<file path="src/rtl/serial_adder_pkg.sv">
// Shared constants for the bit-serial adder: default operand width and FSM encoding.
package serial_adder_pkg;

   localparam int WIDTH_DEFAULT = 8;

   localparam logic [1:0] ST_IDLE  = 2'd0;
   localparam logic [1:0] ST_SHIFT = 2'd1;
   localparam logic [1:0] ST_DONE  = 2'd2;

endpackage

</file>
<file path="src/rtl/full_adder.sv">
// One-bit full-adder cell shared across the codebase.
module full_adder (
   output logic sum,
   output logic cout,
   input  logic a,
   input  logic b,
   input  logic cin
);

   assign sum  = a ^ b ^ cin;
   assign cout = (a & b) | (cin & (a ^ b));

endmodule

</file>
<file path="src/rtl/serial_adder.sv">
// Bit-serial adder: one full-adder cell processes one operand bit per clock,
// LSB first, producing {cout,sum} = a + b + cin after WIDTH shift cycles.
module serial_adder
   import serial_adder_pkg::*;
#(
   parameter int WIDTH = WIDTH_DEFAULT
) (
   input  logic             clk,
   input  logic             rst,
   input  logic             start,
   input  logic [WIDTH-1:0] a,
   input  logic [WIDTH-1:0] b,
   input  logic             cin,
   output logic             busy,
   output logic             done,
   output logic [WIDTH-1:0] sum,
   output logic             cout
);

   // Counter must reach WIDTH without wrapping, including WIDTH=1.
   localparam int CW = $clog2(WIDTH + 1);

   logic [1:0]       state;
   logic [WIDTH-1:0] opa;
   logic [WIDTH-1:0] opb;
   logic [WIDTH-1:0] res;
   logic [WIDTH-1:0] res_next;
   logic             carry;
   logic [CW-1:0]    cnt;
   logic             fa_sum;
   logic             fa_cout;
   logic             last;

   full_adder u_fa (
      .sum  (fa_sum),
      .cout (fa_cout),
      .a    (opa[0]),
      .b    (opb[0]),
      .cin  (carry)
   );

   // New sum bit enters at the MSB; after WIDTH shifts bit 0 holds the first (LSB) result.
   if (WIDTH == 1) begin : g_res_w1
      assign res_next = fa_sum;
   end else begin : g_res_wn
      assign res_next = {fa_sum, res[WIDTH-1:1]};
   end

   // Final shift cycle: the cell output for the MSB is being computed this cycle.
   assign last = (cnt == CW'(WIDTH - 1));

   // Control: FSM state plus registered busy/done so outputs come straight from flops.
   always_ff @(posedge clk or posedge rst) begin
      if (rst) begin
         state <= ST_IDLE;
         busy  <= 1'b0;
         done  <= 1'b0;
      end else begin
         case (state)
            ST_IDLE: begin
               done <= 1'b0;
               if (start) begin
                  state <= ST_SHIFT;
                  busy  <= 1'b1;
               end
            end
            ST_SHIFT: begin
               if (last) begin
                  state <= ST_DONE;
                  busy  <= 1'b0;
                  done  <= 1'b1;
               end
            end
            ST_DONE: begin
               state <= ST_IDLE;
               done  <= 1'b0;
            end
            default: begin
               state <= ST_IDLE;
               busy  <= 1'b0;
               done  <= 1'b0;
            end
         endcase
      end
   end

   // Datapath: operand/result shifting, carry flop, bit counter and result capture.
   always_ff @(posedge clk or posedge rst) begin
      if (rst) begin
         opa   <= '0;
         opb   <= '0;
         res   <= '0;
         carry <= 1'b0;
         cnt   <= '0;
         sum   <= '0;
         cout  <= 1'b0;
      end else begin
         case (state)
            ST_IDLE: begin
               if (start) begin
                  opa   <= a;
                  opb   <= b;
                  carry <= cin;
                  cnt   <= '0;
               end
            end
            ST_SHIFT: begin
               opa   <= opa >> 1;
               opb   <= opb >> 1;
               carry <= fa_cout;
               res   <= res_next;
               cnt   <= cnt + CW'(1);
               // Publish on the same edge that leaves SHIFT, including the last bit.
               if (last) begin
                  sum  <= res_next;
                  cout <= fa_cout;
               end
            end
            default: begin
            end
         endcase
      end
   end

endmodule

</file>
<file path="config.mk">
export PLATFORM = sky130hd
export DESIGN_NAME = serial_adder
export DESIGN_NICKNAME = d
export VERILOG_FILES = /design/src/rtl/serial_adder_pkg.sv /design/src/rtl/full_adder.sv /design/src/rtl/serial_adder.sv
export SDC_FILE = /design/constraint.sdc
export NUM_CORES = 1
export LEC_CHECK = 0
export ABC_CLOCK_PERIOD_IN_PS = 1680
export CAP_MARGIN = 0
export CORE_MARGIN = 2
export CORE_UTILIZATION = 45
export CTS_BUF_LIST = sky130_fd_sc_hd__clkbuf_4 sky130_fd_sc_hd__clkbuf_8
export DETAILED_ROUTE_END_ITERATION = 16
export PLACE_DENSITY = 0.77
export SYNTH_ARGS = -nofsm -noshare
export SYNTH_HDL_FRONTEND = slang
export SYNTH_SLANG_ARGS = --single-unit
</file>
<file path="constraint.sdc">
create_clock -name clk -period 1.68 [get_ports clk]
set_clock_uncertainty 0.05 [all_clocks]
set_input_delay 0.42 -clock clk [delete_from_list [all_inputs] [get_ports clk]]
set_output_delay 0.42 -clock clk [all_outputs]
set_load 0.02 [all_outputs]
</file>
## Word level (Yosys, flattened, before mapping)

Cells that the tools add are included.

- $add $sub $neg: 1
- Reduce and logical (&&, ||, !) cells: 6
- Mux-type cells: 16
- Bitwise operators: 6
- Equality and inequality tests: 5

Operators by type and width:

| kind | count |
|---|---|
| $pmux W8 S2 | 2 |
| $mux W8 | 2 |
| $pmux W4 S2 | 1 |
| $reduce_and A2 Y1 | 3 |
| $mux W1 | 5 |
| $add A4 B1 Y4 const B | 1 |
| $eq A4 B3 Y1 const B | 1 |
| $mux W2 | 2 |
| $mux W4 | 1 |
| $ne A2 B2 Y1 const B | 2 |
| $pmux W2 S2 | 1 |
| $pmux W1 S3 | 1 |
| $reduce_and A3 Y1 | 1 |
| $and A1 B1 Y1 | 2 |
| $eq A2 B1 Y1 const B | 1 |
| $eq A2 B2 Y1 const B | 1 |
| $logic_not A2 Y1 | 1 |
| $pmux W1 S2 | 1 |
| $reduce_bool A2 Y1 | 1 |
| $xor A1 B1 Y1 | 2 |
| $not A1 Y1 | 1 |
| $or A1 B1 Y1 | 1 |

- Word-level logic and storage cells: 44
- Flip-flop bits (word level): 42

## Depth between registers and ports, before layout

- Depth after elaboration: 4
- Gate-level depth with buffers: 5

## By module

From an unflattened synthesis, not the netlist that was laid out.

- Cells, all modules: 174
- Area, all modules: 1858.0 um2

Modules (own cells, without submodules):

| module | area each (um2) | instances | seq. area each (um2) | cells each |
|---|---|---|---|---|
| serial_adder | 1838.0 | 1 | 1026.0 | 173 |
| full_adder | 20.0 | 1 | 0.0 | 1 |

## Least setup slack after synthesis

OpenSTA, ideal clock, no wires.

- Path kind: register to register
- Start point: register cnt[0]
- End point: register cout
- Data arrival time: 1348 ps
- Cell stages (with the launch flop): 6
- Slack: 157 ps
- Path buffers: 1
- Data required time: 1505 ps
- Library setup time: 125 ps
- Clock period less this slack: 1523 ps
- Cells stage by stage: dfrtp_1 > ha_1 > and3b_4 > and2_4 > buf_12 > mux2_4

- Word-level cells in the longest chain between the ends: 2

RTL lines:

| element | line | text |
|---|---|---|
| start, declared | serial_adder.sv:29 | `logic [CW-1:0] cnt;` |
| start signal, assigned | serial_adder.sv:112 | `cnt <= cnt + CW'(1);` |
| $eq A4 B3 Y1 | serial_adder.sv:50 | `assign last = (cnt == CW'(WIDTH - 1));` |
| $reduce_and A2 Y1 (no line) | n/a |  |
| end signal, assigned | serial_adder.sv:116 | `cout <= fa_cout;` |
| end, declared | serial_adder.sv:17 | `output logic cout` |

Every way passes these cells.
A chain may end at the register's enable or synchronous reset.

## Worst setup path after layout

- Start point: register cnt[0]
- End point: register sum[6]

- Word-level cells in the longest chain between the ends: 2

RTL lines:

| element | line | text |
|---|---|---|
| $eq A4 B3 Y1 | serial_adder.sv:50 |  |
| $reduce_and A2 Y1 (no line) | n/a |  |
| end signal, assigned | serial_adder.sv:115 | `sum <= res_next;` |
| end, declared | serial_adder.sv:16 | `output logic [WIDTH-1:0] sum,` |

Every way passes these cells.

==> results.txt <==
- The first TritonRoute pass finished after 4 iterations.
- Largest incremental delay on the critical path: 0.41 ns
- The final count of pins violating max slew is 0.
* Power density cells: 1770 nW/um^2
- Post-route non-filler standard cell count: 257
* Via count of the first global-routing pass: 1226
- Clk network pwr share: 20.2%
- Effective utilization at floorplan: 46.0%
- Final ANT Viol Nets: 0
* Via count: 1340
* Placeable core area: 3940 um^2
- Share of the clock period used by the worst path: 94.9%
- The run finished with clean final reports.
- Met3 Usage GRT: 5.17%
- Once the clock tree was built, the resizer swapped 11 gates to a different size.
* Global route overflow: 0
- Setup crit end kind: flop
- Synthesized area per cell: 10.9 um^2
* Ant diodes: 0
- Hold buffer count at cts: 0
* Post-synth cell types: 26
* Critical path type: reg2reg
* Number of buffers created by CTS: 5
- Max-cap violations in this run came to 0.
- At the worst endpoint, the required time is 1.81 ns.
* Cell count after synthesis: 167
- The initial antenna violation count is 0.
* Die H: 67.5 um
- For this design the total switching power over the nets is 1.44 mW.
* Post-synthesis to final-layout area growth: 29.0%
* Routed length per instance: 13.4 um
- After clock tree synthesis, the clock-pin slew on the worst setup and hold paths is 0.08 ns.
- Count leader, synth: sky130_fd_sc_hd__dfrtp_1
* Signal arrival time at the worst endpoint: 1.72 ns
- Number of input and output port buffers inserted: 30
- Share of total power in combinational logic: 39.8%
- Largest delay contributor family on the critical path: simple AND/OR/NAND/NOR gates
* Nature of the critical path startpoint: flop
- In this run the worst hold path is classified as in2async.
- Grt met1 use: 25.1%
- After synthesis the netlist holds a flip-flop and latch count of 41.
- Fin Hold WS: 0.425 ns
- Total Nets Final: 228
- Maximum number of pins on one net before global-route repair: 42
* Worst slew margin relative to its limit: 81.7%
- In the global route stage, met2 resource usage came out at 26.1%.
* Sequential group share of total power: 40.1%
* Post-route DRC: 0
* Pin slew with the least headroom to its limit: 0.271 ns
- The hold violation count in the final report is 0.
- The first global-routing pass estimated 5.91 mm of wire.
- sky130_fd_sc_hd__dfrtp_1 takes more of the synthesized area than any other cell.
- The critical path goes through ha_1, and3b_4, and2_4, mux2_4.
- During synthesis, Yosys emitted a total of 0 warnings.
* DRT Wirelength: 3.43 mm
* Post-synthesis net count: 189
- Proportion of register bits with asynchronous set or reset after synthesis: 100%
* Final Setup Violations: 0
- Setup WS post-layout: 0.0861 ns
- Maximum achievable frequency: 627 MHz
- Number of placed I/O pins: 31
- Net switching is 34.6% of the power.
- TritonCTS built the clock tree.
- OpenSTA, run right after detailed placement, puts the worst setup slack at -0.0430 ns.
- Number of instances in the placed design: 249
- Cell leakage power: 1.12 nW
* Clock latency on the worst-skew pair: 0.29 ns
- For this design, the sink count on the clock tree is 41.
- Final estimated routing congestion in global placement: 0.759
* Cell chosen for the clock root: sky130_fd_sc_hd__clkbuf_8
* Worst IR drop on VDD: 0.718 mV
* Internal portion of total power: 2.71 mW
* Detail-routed via count per cell: 5.21
- The clock period could shrink to 1.59 ns.
- Setup repair after global routing left no endpoint under its margin.
* Standard cell with the maximum stage delay on the critical path: sky130_fd_sc_hd__dfrtp_1
* Primary flip-flop cell chosen by synthesis mapping: sky130_fd_sc_hd__dfrtp_1
* Final HPWL DP: 2.35 mm
* Post-synthesis cell area: 1820 um^2
- Along the worst path, the maximum fanout reaches 10.
* Proportion of netlist area held by the largest area contributor: 56.5%
- The number of buffers and inverters on the critical path is 0.
* Register cell area after layout: 1030 um^2
- Combined area of the multi-input logic cells: 717 um^2
- Die Footprint: 4560 um^2
- Buffer count from post-CTS setup fixing: 0
- Count of H-tree levels built during CTS: 2
- After synthesis, the most frequently instantiated cells are 41 x sky130_fd_sc_hd__dfrtp_1, 38 x sky130_fd_sc_hd__nand2_1, 16 x sky130_fd_sc_hd__o21ai_0, 11 x sky130_fd_sc_hd__a22oi_1.
- In this run, synthesis inferred 0 flip-flops with an integrated enable.
- Across every metal layer, demand over resource in global routing totals 17.8%.
- After the first detailed-routing iteration, the DRC count stood at 118.
- In this run the deepest clock path goes through 2 buffers.
* Die X: 67.5 um
* Number of rows in the core area: 23
- The layout has 323 filler cells.
* Cell types with the largest area share after synthesis: sky130_fd_sc_hd__dfrtp_1 57%, sky130_fd_sc_hd__nand2_1 7.9%, sky130_fd_sc_hd__mux2_4 7.4%
* Layout cells sized above 1: 16.4%
- The layer flagged by global routing as most heavily used is met2.
- Part of the Yosys area used for sequential elements: 56.5%
- Cells fill 59.4% of the core in the end.
cells by family (layout without fill, tap and decap cells):
family	Yosys count	after routing	share of synthesized area (%)
AO/OA/AOI/OAI	43	43	14.5
adder cells (fa/ha/maj)	2	2	1.79
buffers and inverters	13	53	4.00
AND/OR/NAND/NOR	58	58	15.1
multiplexers	10	10	8.06
flip-flops	41	41	56.5
layout by cell type, fill, tap and decap left out, types with 2 or more instances in the layout:
cell type / Yosys / final
sky130_fd_sc_hd__nand3_1: 2 / 2
sky130_fd_sc_hd__dfrtp_1: 41 / 41
sky130_fd_sc_hd__nand2_1: 38 / 38
sky130_fd_sc_hd__clkdlybuf4s50_1: 0 / 19
sky130_fd_sc_hd__nor2_1: 4 / 4
sky130_fd_sc_hd__buf_4: 0 / 11
sky130_fd_sc_hd__a21oi_1: 9 / 9
sky130_fd_sc_hd__inv_1: 2 / 2
sky130_fd_sc_hd__o21ai_0: 16 / 16
sky130_fd_sc_hd__and3b_1: 4 / 4
sky130_fd_sc_hd__buf_12: 1 / 2
sky130_fd_sc_hd__a22o_1: 2 / 2
sky130_fd_sc_hd__a22oi_1: 11 / 11
sky130_fd_sc_hd__mux2_4: 9 / 9
sky130_fd_sc_hd__clkbuf_8: 0 / 6
sky130_fd_sc_hd__nor2b_1: 7 / 7
sky130_fd_sc_hd__dlygate4sd2_1: 0 / 11
sky130_fd_sc_hd__o21ai_1: 2 / 2
final cells by class:
type                            count  share of cell area, %
Timing Repair Buffer               43                   17.5
Multi-Input combinational cell    113                   30.6
Clock inverter                      1                   1.28
Clock buffer                        7                   3.85
Inverter                            2                  0.321
Tap cell                           50                   2.67
Sequential cell                    41                   43.8
tightest hold or removal path: cells and delay by family:
kind / cells / cell delay, ns
buffers and inverters: 3 / 0.71
path summary, 6_finish.rpt:
| path | slack (ns) | from | to | cells past startpoint |
|---|---|---|---|---|
| worst min register to register | 0.43 | res[1] | res[1] | 2 |
| min in group clk | 0.43 | res[1] | res[1] | 2 |
| worst min-delay path | 0.42 | rst | carry | 3 |
| worst max-delay path | 0.09 | cnt[0] | sum[6] | 4 |
| worst max register to register | 0.09 | cnt[0] | sum[6] | 4 |
| max in group asynchronous | 0.96 | rst | busy | 3 |
flip-flops by register name, summed over array words and instances (netlist names):
| register | flops |
|---|---|
| opa | 8 |
| done | 1 |
| cnt | 4 |
| res | 7 |
| carry | 1 |
| opb | 8 |
| busy | 1 |
| sum | 8 |
| cout | 1 |
| state | 2 |
through the flow:
step | TNS (ns) | power (mW) | area [um^2]
6_report | 0 | 4.15 | 2340
5_1_grt | 0 | 4.47 | 2340
4_1_cts | 0 | 4.19 | 2340
3_5_place_dp | -0.0930 | 3.43 | 2240
3_3_place_gp | 0 | 3.35 | 2240
2_1_floorplan | 0 | 2.80 | 1820
routing by layer:
| metal | vias up | share of wire [%] |
|---|---|---|
| met3 | 4 | 5.8 |
| met2 | 46 | 45 |
| met4 | 0 | 1.4 |
| met1 | 642 | 48 |
| li1 | 648 | - |
| met5 | - | 0 |
power groups by stage:
| stage | sequential (mW) | clock, mW | combinational (mW) |
|---|---|---|---|
| finish | 1.66 | 0.836 | 1.65 |
| global route | 1.72 | 0.903 | 1.85 |
| CTS | 1.67 | 0.848 | 1.67 |
| detailed placement | 1.68 | 0 | 1.75 |
| global placement | 1.66 | 0 | 1.69 |
| floorplan | 1.76 | 0 | 1.04 |
(Power assumes the default switching activity.)
